==> src/rtl/clk_2n_divider.sv <==
// clk_2n_divider
//   Power-of-two clock divider / periodic strobe generator. A free-running
//   n-bit counter advances on every rising edge of clockin. Its MSB is
//   the output: a 50% duty square wave with a period of 2^n clockin cycles.
//   The memory model uses it as a "data valid" strobe, so consumers should
//   treat it as a data/enable signal synchronous to clockin, not as a clock.
//
// Parameters
//   n        counter width, 1..31; division ratio is 2^n
//
// Ports
//   clockin  input   clock; all state updates on its rising edge
//   rst      input   synchronous active-high reset (clears the counter)
//   clockout output  divided clock / valid strobe, registered (glitch-free)

module clk_2n_divider #(
  parameter int n = 4
) (
  input  logic clockin,
  input  logic rst,
  output logic clockout
);

  // Reject widths that cannot form a counter or overflow the ratio.
  if (n < 1 || n > 31) begin : gen_bad_width
    $fatal(1, "clk_2n_divider: n must be in 1..31");
  end

  // Power-up value lets the output stay known even before the first reset.
  logic [n-1:0] cnt_q = '0;
  logic [n-1:0] cnt_d;

  always_comb begin
    cnt_d = cnt_q + 1'b1;  // natural wrap from 2^n-1 to 0
    if (rst) begin
      cnt_d = '0;
    end
  end

  always_ff @(posedge clockin) begin
    cnt_q <= cnt_d;
  end

  // Taken straight from the flop: no logic between register and output.
  assign clockout = cnt_q[n-1];

endmodule

==> config.mk <==
export PLATFORM = sky130hd
export DESIGN_NAME = clk_2n_divider
export DESIGN_NICKNAME = d
export VERILOG_FILES = /design/src/rtl/clk_2n_divider.sv
export SDC_FILE = /design/constraint.sdc
export NUM_CORES = 1
export LEC_CHECK = 0
export ABC_AREA = 1
export CAP_MARGIN = 15
export CORE_AREA = 5 5 42 44
export DETAILED_ROUTE_END_ITERATION = 6
export DIE_AREA = 0 0 47 49
export PLACE_DENSITY = 0.3
export SYNTH_ARGS = -nofsm -noshare
export SYNTH_HDL_FRONTEND = slang
export SYNTH_SLANG_ARGS = --single-unit
==> constraint.sdc <==
create_clock -name clockin -period 0.9 [get_ports clockin]
set_input_delay 0.135 -clock clockin [delete_from_list [all_inputs] [get_ports clockin]]
set_output_delay 0.135 -clock clockin [all_outputs]
set_load 0.05 [all_outputs]
==> impl_summary.md, run 1 <==
Place
In this run the cell area measured after placement is 195.2 um^2. The global placement routability congestion is 0.5212. The total of buffers placed on input and output ports is 2. The post-detailed-placement half-perimeter wirelength is 158.9 um.

Prior to clock tree synthesis, the placed netlist has a worst setup slack of -0.03115 ns. Once placement completed, the tool counted placed cells totaling 35.

Synth
The share of the yosys chip area belonging to registers is 0.5565. The post-synthesis cell type count is 7. During synthesis, Yosys emitted a total of 0 warnings. A synthesized cell averages 8.464 um^2. The cell count after synthesis is 17. Counting every net in the synthesized netlist gives 20. The synthesis-stage register bit count is 4. The post-synthesis instance area is 143.9 um^2.

Drt
The number of nets with antenna violations after detailed routing is 0. The wire length reported by the detailed router is 233 um. The first detailed-routing pass ran for 2 iterations. Across all layers, the routed design uses 108 vias. In this run, the number of DRC markers left after iteration 0 of detailed routing was 2. Dividing the detail-routed wire length by the instance count gives 6.132 um.

For this run, design rule violations remaining after detail routing come to 0. The via-per-instance ratio is 2.842.

Job
The tool flagged a number of max-cap violations equal to 0.

Critical path
Broken down by cell family, the worst path's largest delay share belongs to flip-flops. The category of the worst setup path capture point is an output port. The timing startpoint of the critical path is cnt_q[3]. The maximum net fanout on the critical path is 2. The startpoint of the worst-slack reg-to-reg timing path is cnt_q[0]. STA classifies the critical path startpoint as a register. On the critical path, the stage with the largest delay is an instance of dfxtp_2. At the worst endpoint, the arrival time is 0.72 ns. Together, buffers and inverters on the worst path number 1. The required time of the critical path is 0.76 ns. The stage delay of the slowest cell on the critical path is 0.34 ns. The signal on the critical path passes through buf_12. The critical path in this run is classified as register to output port.

Clock network
The number of clock buffers added by TritonCTS is 3. In this run the post-CTS setup repair buffer count came out at 0. The post-cts hold buffer count is 0. TritonCTS built the clock tree. The insertion delay of the later-clocked pin in the worst-skew pair is 0.24 ns.

Clock-pin slew was measured on the worst setup and hold paths at 0.04 ns. The clock root buffer master is clkbuf_4. The post-CTS resize count is 0.

In this run the deepest clock path goes through 2 buffers. Clock tree synthesis found a total of 4 sinks. The deepest level of the CTS H-tree is 1.

Timing
For the pin with the worst max-slew slack, the measured transition is 0.1475 ns. On the final layout, the worst clock skew is 0.008377 ns. The worst path in the final design needs a cycle of 0.8526 ns, including I/O delays and setup. The number of hold-slack violations in the final timing report was 0. The worst path meets setup with 0.04736 ns of slack. In the finished design, the share of the clock period the worst path needs comes to 0.9474.

The normalized max-slew margin is 0.9014. The count of pins over their slew limit is 0. Setup repair after global routing left no endpoint under its margin. The final count of negative-setup-slack endpoints is 0. The highest clock rate is 1173 MHz.

Pwr
The total power is 0.4527 mW. Summed over all cells, the static leakage comes to 0.09814 nW. In this run the power density over the cells is 2079 nW/um^2. IR analysis of the VDD net gives a maximum drop of 0.7369 mV.

Floorplan
The floorplan step defined a die boundary enclosing 2303 um^2. The row count is 14. The number of ports placed on the die boundary is 3. The total area inside the core boundary comes to 1401 um^2. The die is 47 um wide. The starting density of the core is 0.1027. The die height is 49 um.

Layout
The library cells used most frequently in the layout, excluding fill and tap cells, are nor2_1, inv_1, clkbuf_4, dfxtp_1, nand2_1. The largest registers in the layout are cnt_q (4). Ranked by flip-flop count, first place goes to cnt_q.

The final antenna diode count is 0. The register with the most flip-flops in the layout has 4 of them. After the flow finishes, the layout carries non-filler instances totaling 38. The most common cell after layout, fill and taps aside is nor2_1. The layout has 162 filler cells. After routing the design area is 217.7 um^2. The utilization after layout is 0.1554. The final-stage net count is 27. Of the cells placed in the final design, the portion with a size suffix greater than 1 is 0.2273. The relative area change from synthesis to final layout is 51.30%.

GRT
Entering global routing, the biggest net connects 5 pins. The first global-routing pass estimated 324 um of wire. Summed over all layers, the global routing overflow is 0.

The number of antenna violations at the first check in global routing was 0. For this run, the total global-route usage over all layers was measured as 0.03099. The via count of the first global-routing pass is 71.

Hold path
The launch instance of the worst min-delay path is cnt_q[0]. In this run the worst hold path is classified as register to register.

Status
The run finished with clean final reports.
## cell type report
cell class              count  area [um^2]  area share
inverters                   3        11.26     0.05172
flip-flops and latches      4        81.33      0.3736
well taps                  16        20.02     0.09195
repair buffers              2        30.03      0.1379
clock buffers               3        22.52      0.1034
multi-input cells          10        52.55      0.2414
## final timing paths
check / to / slack [ns] / cells after the start
worst max-delay path: clockout / 0.05 / 1
worst min-delay path: cnt_q[0] / 0.45 / 1
worst max register to register: cnt_q[2] / 0.06 / 3
worst min register to register: cnt_q[0] / 0.45 / 1
## stage by stage
stage               hold WS, ns  setup TNS (ns)
finish                   0.4520               0
global route             0.4623               0
CTS                      0.4491               0
detailed placement       0.4436        -0.03115
global placement         0.4366        -0.02283
floorplan                0.2017               0
## report_power, final
part | internal, mW | switching (mW) | leakage, nW
clock network | 0.149 | 0.0787 | 0.0138
logic | 0.0149 | 0.0129 | 0.0509
registers | 0.190 | 0.00679 | 0.0334
total | 0.354 | 0.0984 | 0.0981
## kinds of logic (layout without fill, tap and decap cells)
logic type	Yosys count	after routing	share of synthesized area
DFF	4	4	0.5565
buffers and inverters	3	8	0.07826
and+or+nand+nor	8	8	0.2174
adders and majority gates	1	1	0.08694
xor gates and xnor gates	1	1	0.06088
## synth_stat cells
master	instances	area, um^2
nand2_1	2	7.510
ha_1	1	12.51
xnor2_1	1	8.760
dfxtp_1	4	80.08
nand3_1	1	5.000
inv_1	3	11.26
nor2_1	5	18.77
## metal layers
metal | global-route usage | vias up | wire length [um]
met1 | 0.02857 | 37 | 110
met5 | 0 | - | 0
li1 | - | 61 | -
met3 | 0.04428 | 4 | 44
met2 | 0.009050 | 6 | 58
met4 | 0.06912 | 0 | 19
(Power assumes the default switching activity.)
==> run 2: changes to the inputs <==
Settings changed: ABC_AREA 1 to unset.
==> impl_summary.md, run 2 <==
Place
The post-detailed-placement cell area is 206.4 um^2. Port buffering added 2 buffers. Routability-driven placement finished with a final weighted congestion of 0.5745. The post-detailed-placement half-perimeter wirelength is 201.8 um. Prior to clock tree synthesis, the placed netlist has a worst setup slack of -0.1652 ns.

Clock network
The sink count of the clock tree is 4. The number of clock buffers added by TritonCTS is 3. Post-CTS timing repair inserted 0 buffers for setup. TritonCTS built the clock tree. The insertion delay of the later-clocked pin in the worst-skew pair is 0.24 ns.

The clock passes through at most 2 buffers. In this run the clock root is driven by a clkbuf_4. Gates resized during post-CTS repair numbered 0. After clock tree synthesis, the clock-pin slew on the worst setup and hold paths is 0.05 ns. The post-cts hold buffer count is 0. The deepest level of the CTS H-tree is 1.

GRT
Across every metal layer, demand over resource in global routing totals 0.03659. The number of antenna violations at the first check in global routing is 0. The overflow left after global routing is 0. The via count of the first global-routing pass is 133. The maximum number of pins on one net before global-route repair is 4.

The wire length of the first global-routing pass is 538 um.

Critical path
The worst-path cell with the longest stage delay is dfxtp_4. The family of cells with the greatest summed delay on the critical path is flip-flops. Walking the worst path, the cells encountered are buf_12. The worst setup slack for register-to-register paths is 0.05 ns. The critical path ends at clockout. The startpoint identified for the worst register-to-register timing path is cnt_q[2]. In this run the worst setup path begins at cnt_q[3]. The maximum net fanout on the critical path is 3. The required time of the critical path is 0.76 ns. The category of the most critical setup path is register to output port. The sort of element at the start of the critical path is a register. The number of logic stages on the critical path including buffering is 1. The stage delay of the slowest cell on the critical path is 0.35 ns.

The depth of the most critical reg-to-reg path is 2. The arrival time at the worst endpoint is 0.73 ns. The number of buffers and inverters on the critical path is 1.

The worst flop-to-flop path endpoint is cnt_q[3]. STA classifies the critical path endpoint as an output port.

Pwr
The combinational share of power is 0.064. Of the total power, registers draw 0.408. The power density over cell area is 2047 nW/um^2. Of the total power, the share spent switching nets is 0.2199. The worst IR drop on VDD is 0.5777 mV. The part of the total power dissipated in the clock network is 0.529. For this design the total switching power over the nets is 0.1053 mW.

Power comes to 0.4790 mW. The internal power of the cells totals 0.3736 mW. For this design the static power due to leakage is 0.09654 nW.

Timing
The final worst slack is 0.03322 ns. Setup repair after global routing left no endpoint under its margin. The worst-margin pin slew is 0.1290 ns. Measured against its own limit, the worst slew margin works out to 0.9134. The post-layout minimum cycle time is 0.8668 ns. The number of hold-slack violations in the final timing report was 0. Dividing the final minimum period by the clock period gives 0.9631. The count of pins over their slew limit is 0.

The worst setup skew after layout is 0.009580 ns. The highest clock rate is 1154 MHz. Setup violations remaining at the end of the flow were counted as 0.

Synth
The average instance area after synthesis is 11.16 um^2. Of the total synthesized cell area, the portion taken by AND, OR, NAND and NOR gates is 0.1983. Of the total synthesized cell area, the portion taken by full adders, half adders and majority gates is 0.08621. The area share of the leading cell type in the synthesized netlist is 0.5517. The post-synthesis cell type count is 7. The fraction of synthesized area in multiplexers is 0.1034. When the netlist entered floorplanning its net count stood at 16.

Counting flops and latches in the post-synthesis netlist gives 4. The cell with the most instances after synthesis is dfxtp_1. The commonest cells after synthesis are dfxtp_1, nor2_1, nor2b_1.

Ranked by total cell area, the synthesized netlist is headed by dfxtp_1, mux2_4, ha_1. The dominant cell type by area after synthesis is dfxtp_1. The post-synthesis instance area is 145.1 um^2. The most instantiated flip-flop cell in the synthesis netlist is dfxtp_1. The fraction of the mapped netlist area in compound gates is 0. The number of enable-type register cells in the synthesized netlist is 0. Of the total synthesized cell area, the portion taken by XOR and XNOR cells is 0.06034. The share of the Yosys chip area taken by registers is 0.5517.

After synthesis, the largest family of logic cells by area is simple AND/OR/NAND/NOR gates. During synthesis, Yosys emitted a total of 0 warnings. The async set or reset register ratio after synthesis is 0. The cell count after synthesis is 13.

Floorplan
The die covers 2303 um^2. 3 I/O pins were placed. The floorplan step set the die width to 47 um. The die height is 49 um. The initial utilization of the core area, before any placement, comes to 0.1036. Row generation in the floorplan step produced 14 rows. The area of the placeable core is 1401 um^2.

Layout
The relative area change from synthesis to final layout is 61.21%. Of the cells placed in the final design, the portion with a size suffix greater than 1 is 0.4000. The number of fillers in the final layout is 167. The number of flip-flops under the largest register name is 4. The finished cells cover 234.0 um^2. In the final design database the tool counted 24 nets. In the final layout, the registers with the most flip-flops are cnt_q (4). Leaving out fill and tap cells, the most frequent cells in the layout are nor2_1, clkbuf_4, nor2b_1, dfxtp_1. The register with the highest flop count is cnt_q. The final antenna diode count is 0.

The utilization after layout is 0.1670.

Job
Max-cap violations in this run came to 0.

Drt
The wire length reported by the detailed router is 275 um. The first TritonRoute pass finished after 2 iterations. The residual DRC count is 0. The via-per-instance ratio is 3.139. The final route contains 113 vias.

After detailed routing, the average wire length per cell comes to 7.639 um. The count of nets left with antenna violations once routing finished came out at 0. The detailed router's first-iteration violation count is 2.

Status
The run finished with clean final reports.

Hold path
The type of the most critical hold path is register to register.
==> run 2: stage by stage <==
stage / cells / hold slack, ns / setup TNS [ns]
floorplan: 13 / 0.2017 / 0
global placement: 32 / 0.4358 / -0.2279
detailed placement: 32 / 0.4485 / -0.2303
CTS: 36 / 0.4570 / 0
global route: 36 / 0.4456 / 0
finish: 36 / 0.4184 / 0
==> run 2: how the worst min path moves through the flow <==
stage / startpoint / to / slack [ns] / cells past startpoint
6_report: cnt_q[0] / cnt_q[0] / 0.42 / 1
5_1_grt: cnt_q[0] / cnt_q[0] / 0.45 / 1
4_1_cts: cnt_q[0] / cnt_q[0] / 0.46 / 1
3_5_place_dp: cnt_q[0] / cnt_q[0] / 0.45 / 1
3_3_place_gp: cnt_q[0] / cnt_q[0] / 0.44 / 1
2_1_floorplan: rst / cnt_q[0] / 0.20 / 1
==> run 2: logic make-up (layout without fill, tap and decap cells) <==
kind of cell | after synthesis | in the layout
xor+xnor | 1 | 1
fa+ha+maj | 1 | 1
buf+inv | 0 | 7
flops | 4 | 4
mux | 1 | 1
simple gates | 6 | 6
==> run 2: per-layer routing <==
layer | GRT usage | share of wire | vias to the layer above | wire [um]
met4 | 0.01382 | 0 | 0 | 0
met2 | 0.03620 | 0.40 | 5 | 109
li1 | - | - | 58 | -
met1 | 0.03947 | 0.47 | 50 | 128
met3 | 0.05535 | 0.13 | 0 | 37
met5 | 0 | 0 | - | 0
==> run 2: cell type report <==
| type | count | area (um^2) | share of cell area |
|---|---|---|---|
| multi-input cells | 9 | 65.06 | 0.2781 |
| repair buffers | 3 | 37.54 | 0.1604 |
| flip-flops and latches | 4 | 85.08 | 0.3636 |
| clock buffers | 4 | 26.28 | 0.1123 |
| well taps | 16 | 20.02 | 0.08556 |
==> run 2: power by group through the flow <==
stage	logic, mW	registers, mW	clock network (mW)
2_1_floorplan	0.0154	0.197	0
3_3_place_gp	0.0295	0.197	0
3_5_place_dp	0.0314	0.198	0
4_1_cts	0.0316	0.195	0.274
5_1_grt	0.0357	0.198	0.285
6_report	0.0305	0.195	0.253
==> run 3: changes to the inputs <==
Settings changed: REMOVE_ABC_BUFFERS set to 1.
==> impl_summary.md, run 3 (synthesis gave the netlist of run 2 again) <==
Floorplan
For this configuration, the core starts out at a cell density of 0.1036. 3 I/O pins were placed. The die height is 49 um. The floorplan has 14 rows. The width of the die is 47 um. The die covers 2303 um^2. The area of the placeable core is 1401 um^2.

Layout
After the last flow step, the layout net total stands at 26. In the final layout, the registers with the most flip-flops are cnt_q (4). Measured on the finished design, the core utilization comes to 0.1804. The relative area change from synthesis to final layout is 74.14%.

Ranked by flip-flop count, first place goes to cnt_q. Leaving out fill and tap cells, the most frequent cells in the layout are nor2_1, clkbuf_4, dfxtp_1. The register with the most flip-flops in the layout has 4 of them. The final antenna diode count is 0.

In the final layout, the share of cells above drive strength 1 is 0.4762. The number of fillers in the final layout is 165.

Place
During placement, the flow inserted port buffers numbering 2. The global placement routability congestion is 0.6400. The post-detailed-placement half-perimeter wirelength is 190.7 um.

GRT
Entering global routing, the biggest net connects 4 pins. The number of antenna violations at the first check in global routing is 0. The via count of the first global-routing pass is 142. In the global route stage, overall resource usage came out at 0.04082. The first global-routing pass estimated 579 um of wire. The overflow left after global routing is 0.

Critical path
The worst setup path is captured at an output port. The arrival time at the worst endpoint is 0.79 ns. The critical path is of the register to output port type. At the worst endpoint, the required time is 0.76 ns. The sort of element at the start of the critical path is a register.

The maximum net fanout on the critical path is 2.

Clock network
The sink count of the clock tree is 4. For this design, the CTS-stage hold fixing added 0 buffers. The clock root buffer master is clkbuf_4. The CTS tree is done.

The clock reaches the later pin of the worst-skew pair after 0.23 ns. In this run the number of H-tree levels came out at 1. The maximum count of clock buffers along a single path is 2. After clock tree synthesis, the clock-pin slew on the worst setup and hold paths is 0.04 ns. The number of CTS-inserted buffers is 3.

Timing
Setup repair after global routing could not meet its margin everywhere. Dividing the final minimum period by the clock period gives 1.030. Counting I/O delays and the setup requirement, the final critical path takes 0.9273 ns. Setup slack on the critical path of the routed design comes to -0.02734 ns. The final count of negative-setup-slack endpoints is 2. The number of hold-slack violations in the final timing report was 0. The sum of negative setup slack is -0.04513 ns. The count of pins over their slew limit was 0. The highest clock rate is 1078 MHz. The normalized max-slew margin is 0.8867. At the pin with the least slew margin, the transition time is 0.1694 ns. For the final database, setup skew stands at 0.004751 ns.

Pwr
Total power for the finished layout comes to 0.4495 mW. The cell leakage power is 0.1066 nW. The power density over cell area is 1779 nW/um^2. The worst IR drop on VDD is 0.7370 mV.

Hold path
The min-delay analysis places its worst path in the category register to register.

Drt
The via-per-instance ratio is 3.162. The wire length reported by the detailed router is 278 um. For this run, design rule violations remaining after detail routing come to 0. Once detail routing completed, the nets flagged for antenna violations numbered 0. Across all layers, the routed design uses 117 vias. The detailed router's first-iteration violation count is 5. The count of TritonRoute iterations in the first routing pass is 4. The routed length per placed instance is 7.514 um.

Status
The run finished, with violations left. The checks that failed: setup timing.

Job
Max-cap violations in this run came to 0.
## run 3: timing repair
| action | 4_1_cts | 5_1_grt |
|---|---|---|
| resized for setup | 3 | 0 |
| setup buffers | 1 | 0 |
| cloned | 0 | 0 |
| endpoints found under the setup margin | 1 | 2 |
## run 3: worst paths after layout
check	from	to	slack, ns	cells past startpoint
setup / recovery	cnt_q[3]	clockout	-0.03	2
hold / removal	cnt_q[0]	cnt_q[0]	0.45	1
setup reg to reg	cnt_q[3]	cnt_q[3]	-0.02	3
hold reg to reg	cnt_q[0]	cnt_q[0]	0.45	1
## run 3: per-stage QoR
stage / setup slack (ns) / instance area (um^2) / instances / hold WS [ns]
finish: -0.02734 / 252.7 / 37 / 0.4480
global route: -0.06552 / 252.7 / 37 / 0.4912
CTS: -0.04238 / 252.7 / 37 / 0.4464
detailed placement: -0.1542 / 210.2 / 33 / 0.4392
global placement: -0.1603 / 210.2 / 33 / 0.4270
floorplan: -0.1973 / 145.1 / 13 / 0.2017
## run 3: worst max-delay path, stage by stage, from the launching register on
cell and delay (ns):
dfxtp_2 0.31, buf_6 0.11, buf_12 0.13
## run 3: layout make-up
| type | count | area, um^2 | share of cell area |
|---|---|---|---|
| flip-flops and latches | 4 | 81.33 | 0.3218 |
| multi-input cells | 9 | 72.57 | 0.2871 |
| well taps | 16 | 20.02 | 0.07921 |
| clock buffers | 3 | 22.52 | 0.08911 |
| repair buffers | 5 | 56.30 | 0.2228 |
## run 3: per-layer routing
layer	vias up	wire (um)	GRT usage
met5	-	0	0
met4	0	6	0.01382
met3	2	41	0.07011
met2	5	91	0.04299
met1	50	139	0.03728
li1	60	-	-
## run 3: where the power goes
| group | total [mW] | internal [mW] | switching, mW |
|---|---|---|---|
| Combinational | 0.0338 | 0.0203 | 0.0135 |
| Clock | 0.218 | 0.149 | 0.0695 |
| Sequential | 0.197 | 0.190 | 0.00733 |
| Total | 0.450 | 0.359 | 0.0904 |
==> patch, RTL diff (settings of run 1) <==
`n`: 4 -> 8.
--- a/src/rtl/clk_2n_divider.sv
+++ b/src/rtl/clk_2n_divider.sv
@@ -16,3 +16,3 @@
 module clk_2n_divider #(
-  parameter int n = 4
+  parameter int n = 8
 ) (
Check against the original RTL: not equivalent (Yosys sat finds a counterexample within 10 cycles, from zero or initial values and one cycle with rst high).
==> patch against run 1 <==
The flow now finishes with violations (setup timing); area after synthesis up 140%; routed wire length rose to 2.9 times the old value; fmax down 9.1%; setup slack got worse by 0.085 ns; final area grew 120%; total power increased by 55%; first-iteration DRC count grew 100%; highest routed layer unchanged; via count grew to 2.9 times the old value; count of clock-buffer cells in the layout unchanged; utilization grew 18 points; largest power group is now registers; sequential cell count rose by 4; clock skew fell by 0.0059 ns; critical path type is now flop to flop; global-route usage grew 3.7 points.
==> patch: results (changes against run 1) <==
- Slew HR: 0.8885 (-0.01289)
- Hold WS: 0.4378 ns (-0.01424 ns)
- Sequential element share of the synthesized area: 0.4672 (-0.08937)
- Final setup TNS: -0.06095 ns (-0.06095 ns)
- Status: finished, violations left
- Met3 global-route usage: 0.03321 (-0.01107)
- Register-to-Register Path Depth: 4 (+1)
- Final WS setup: -0.03780 ns (-0.08517 ns)
- Crit path kind: flop to flop
- Net Count, Synth: 49 (+150%)
- Metal3 WL: 30 µm (-32%)
- Routed vias: 310 (+190%)
- CP arrival: 1.08 ns (+0.36 ns)
- CP startpoint: cnt_q[1]$_SDFF_PP0_
- Detailed Route Iter0 Violations: 4 (+2)
- Met2 WL: 313 µm (+440%)
- Post-Route WL: 668 µm (+190%)
- VDD IR max: 583.1 µV (-21%)
- Share of cells above drive strength 1: 0.4074 (+0.1801)
- Root buf cell: clkbuf_4
- DP Worst Slack: -0.09034 ns (-0.05920 ns)
- Total GRT Usage: 0.06770 (+0.03672)
- Skew final: 0.002461 ns (-0.005916 ns)
- M1 GR Usage: 0.06623 (+0.03765)
- Count of cell types in the netlist: 13 (+6)
- Largest regs: cnt_q (8)
- Pleak: 0.0001710 µW (+74%)
- Final setup fails: 2 (+2)
- R2R Path End: cnt_q[4]$_SDFF_PP0_
- Post-Layout Cell Count: 70 (+84%)
- Post-layout nets: 59 (+120%)
- First-pass GRT wire length: 1.021 mm (+220%)
- Pre-Repair DR Iteration Count: 4 (+2)
- Failing checks: setup timing
- Top post-synthesis cells by count: 10 x nand2_1, 8 x dfxtp_1, 8 x nor2_1
- Dpl cells: 67 (+91%)
- Met2 GRT Util: 0.09502 (+0.08597)
- RD Place Congestion: 0.7751 (+49%)
- Post-DP HPWL: 523.8 µm (+230%)
- Placed cell areas: 436.7 µm² (+120%)
- Vias in the first global route: 271 (+280%)
- Met1 wire length: 301 µm (+170%)
- Largest net degree at the start of global routing: 6 (+1)
- Mean Syn Cell Area: 7.453 µm² (-12%)
==> patch: area by class of cell <==
cell class                 count  area (µm²)  area share
multi-input combinational     33       190.2      0.3989
sequential                     8       172.7      0.3622
timing repair buffer           5       52.55      0.1102
clock buffer                   3       22.52     0.04724
tap                           16       20.02     0.04199
inverter                       5       18.77     0.03937
==> patch: cell families (layout without fill, tap and decap cells) <==
family,after synthesis,count (layout),synth area share
AO/OA/AOI/OAI,4,4,0.05837
adder cells (fa/ha/maj),1,1,0.03649
buffers and inverters,5,13,0.05475
AND/OR/NAND/NOR,28,28,0.3832
flip-flops,8,8,0.4671
==> patch: timing repair <==
action	CTS	global route
pin swaps	1	0
gates cloned	0	0
hold endpoints to repair	0	0
buffers inserted	0	0
endpoints found under the setup margin	4	6
gates resized for setup	3	6
hold buffers	0	0
==> patch: power breakdown <==
group	leakage, µW	switching [µW]	internal, µW	total, µW
clock network	0.0000138	122	153	275
registers	0.0000682	13.7	365	379
logic	0.0000890	22.8	24.5	47.3
total	0.000171	158	542	701
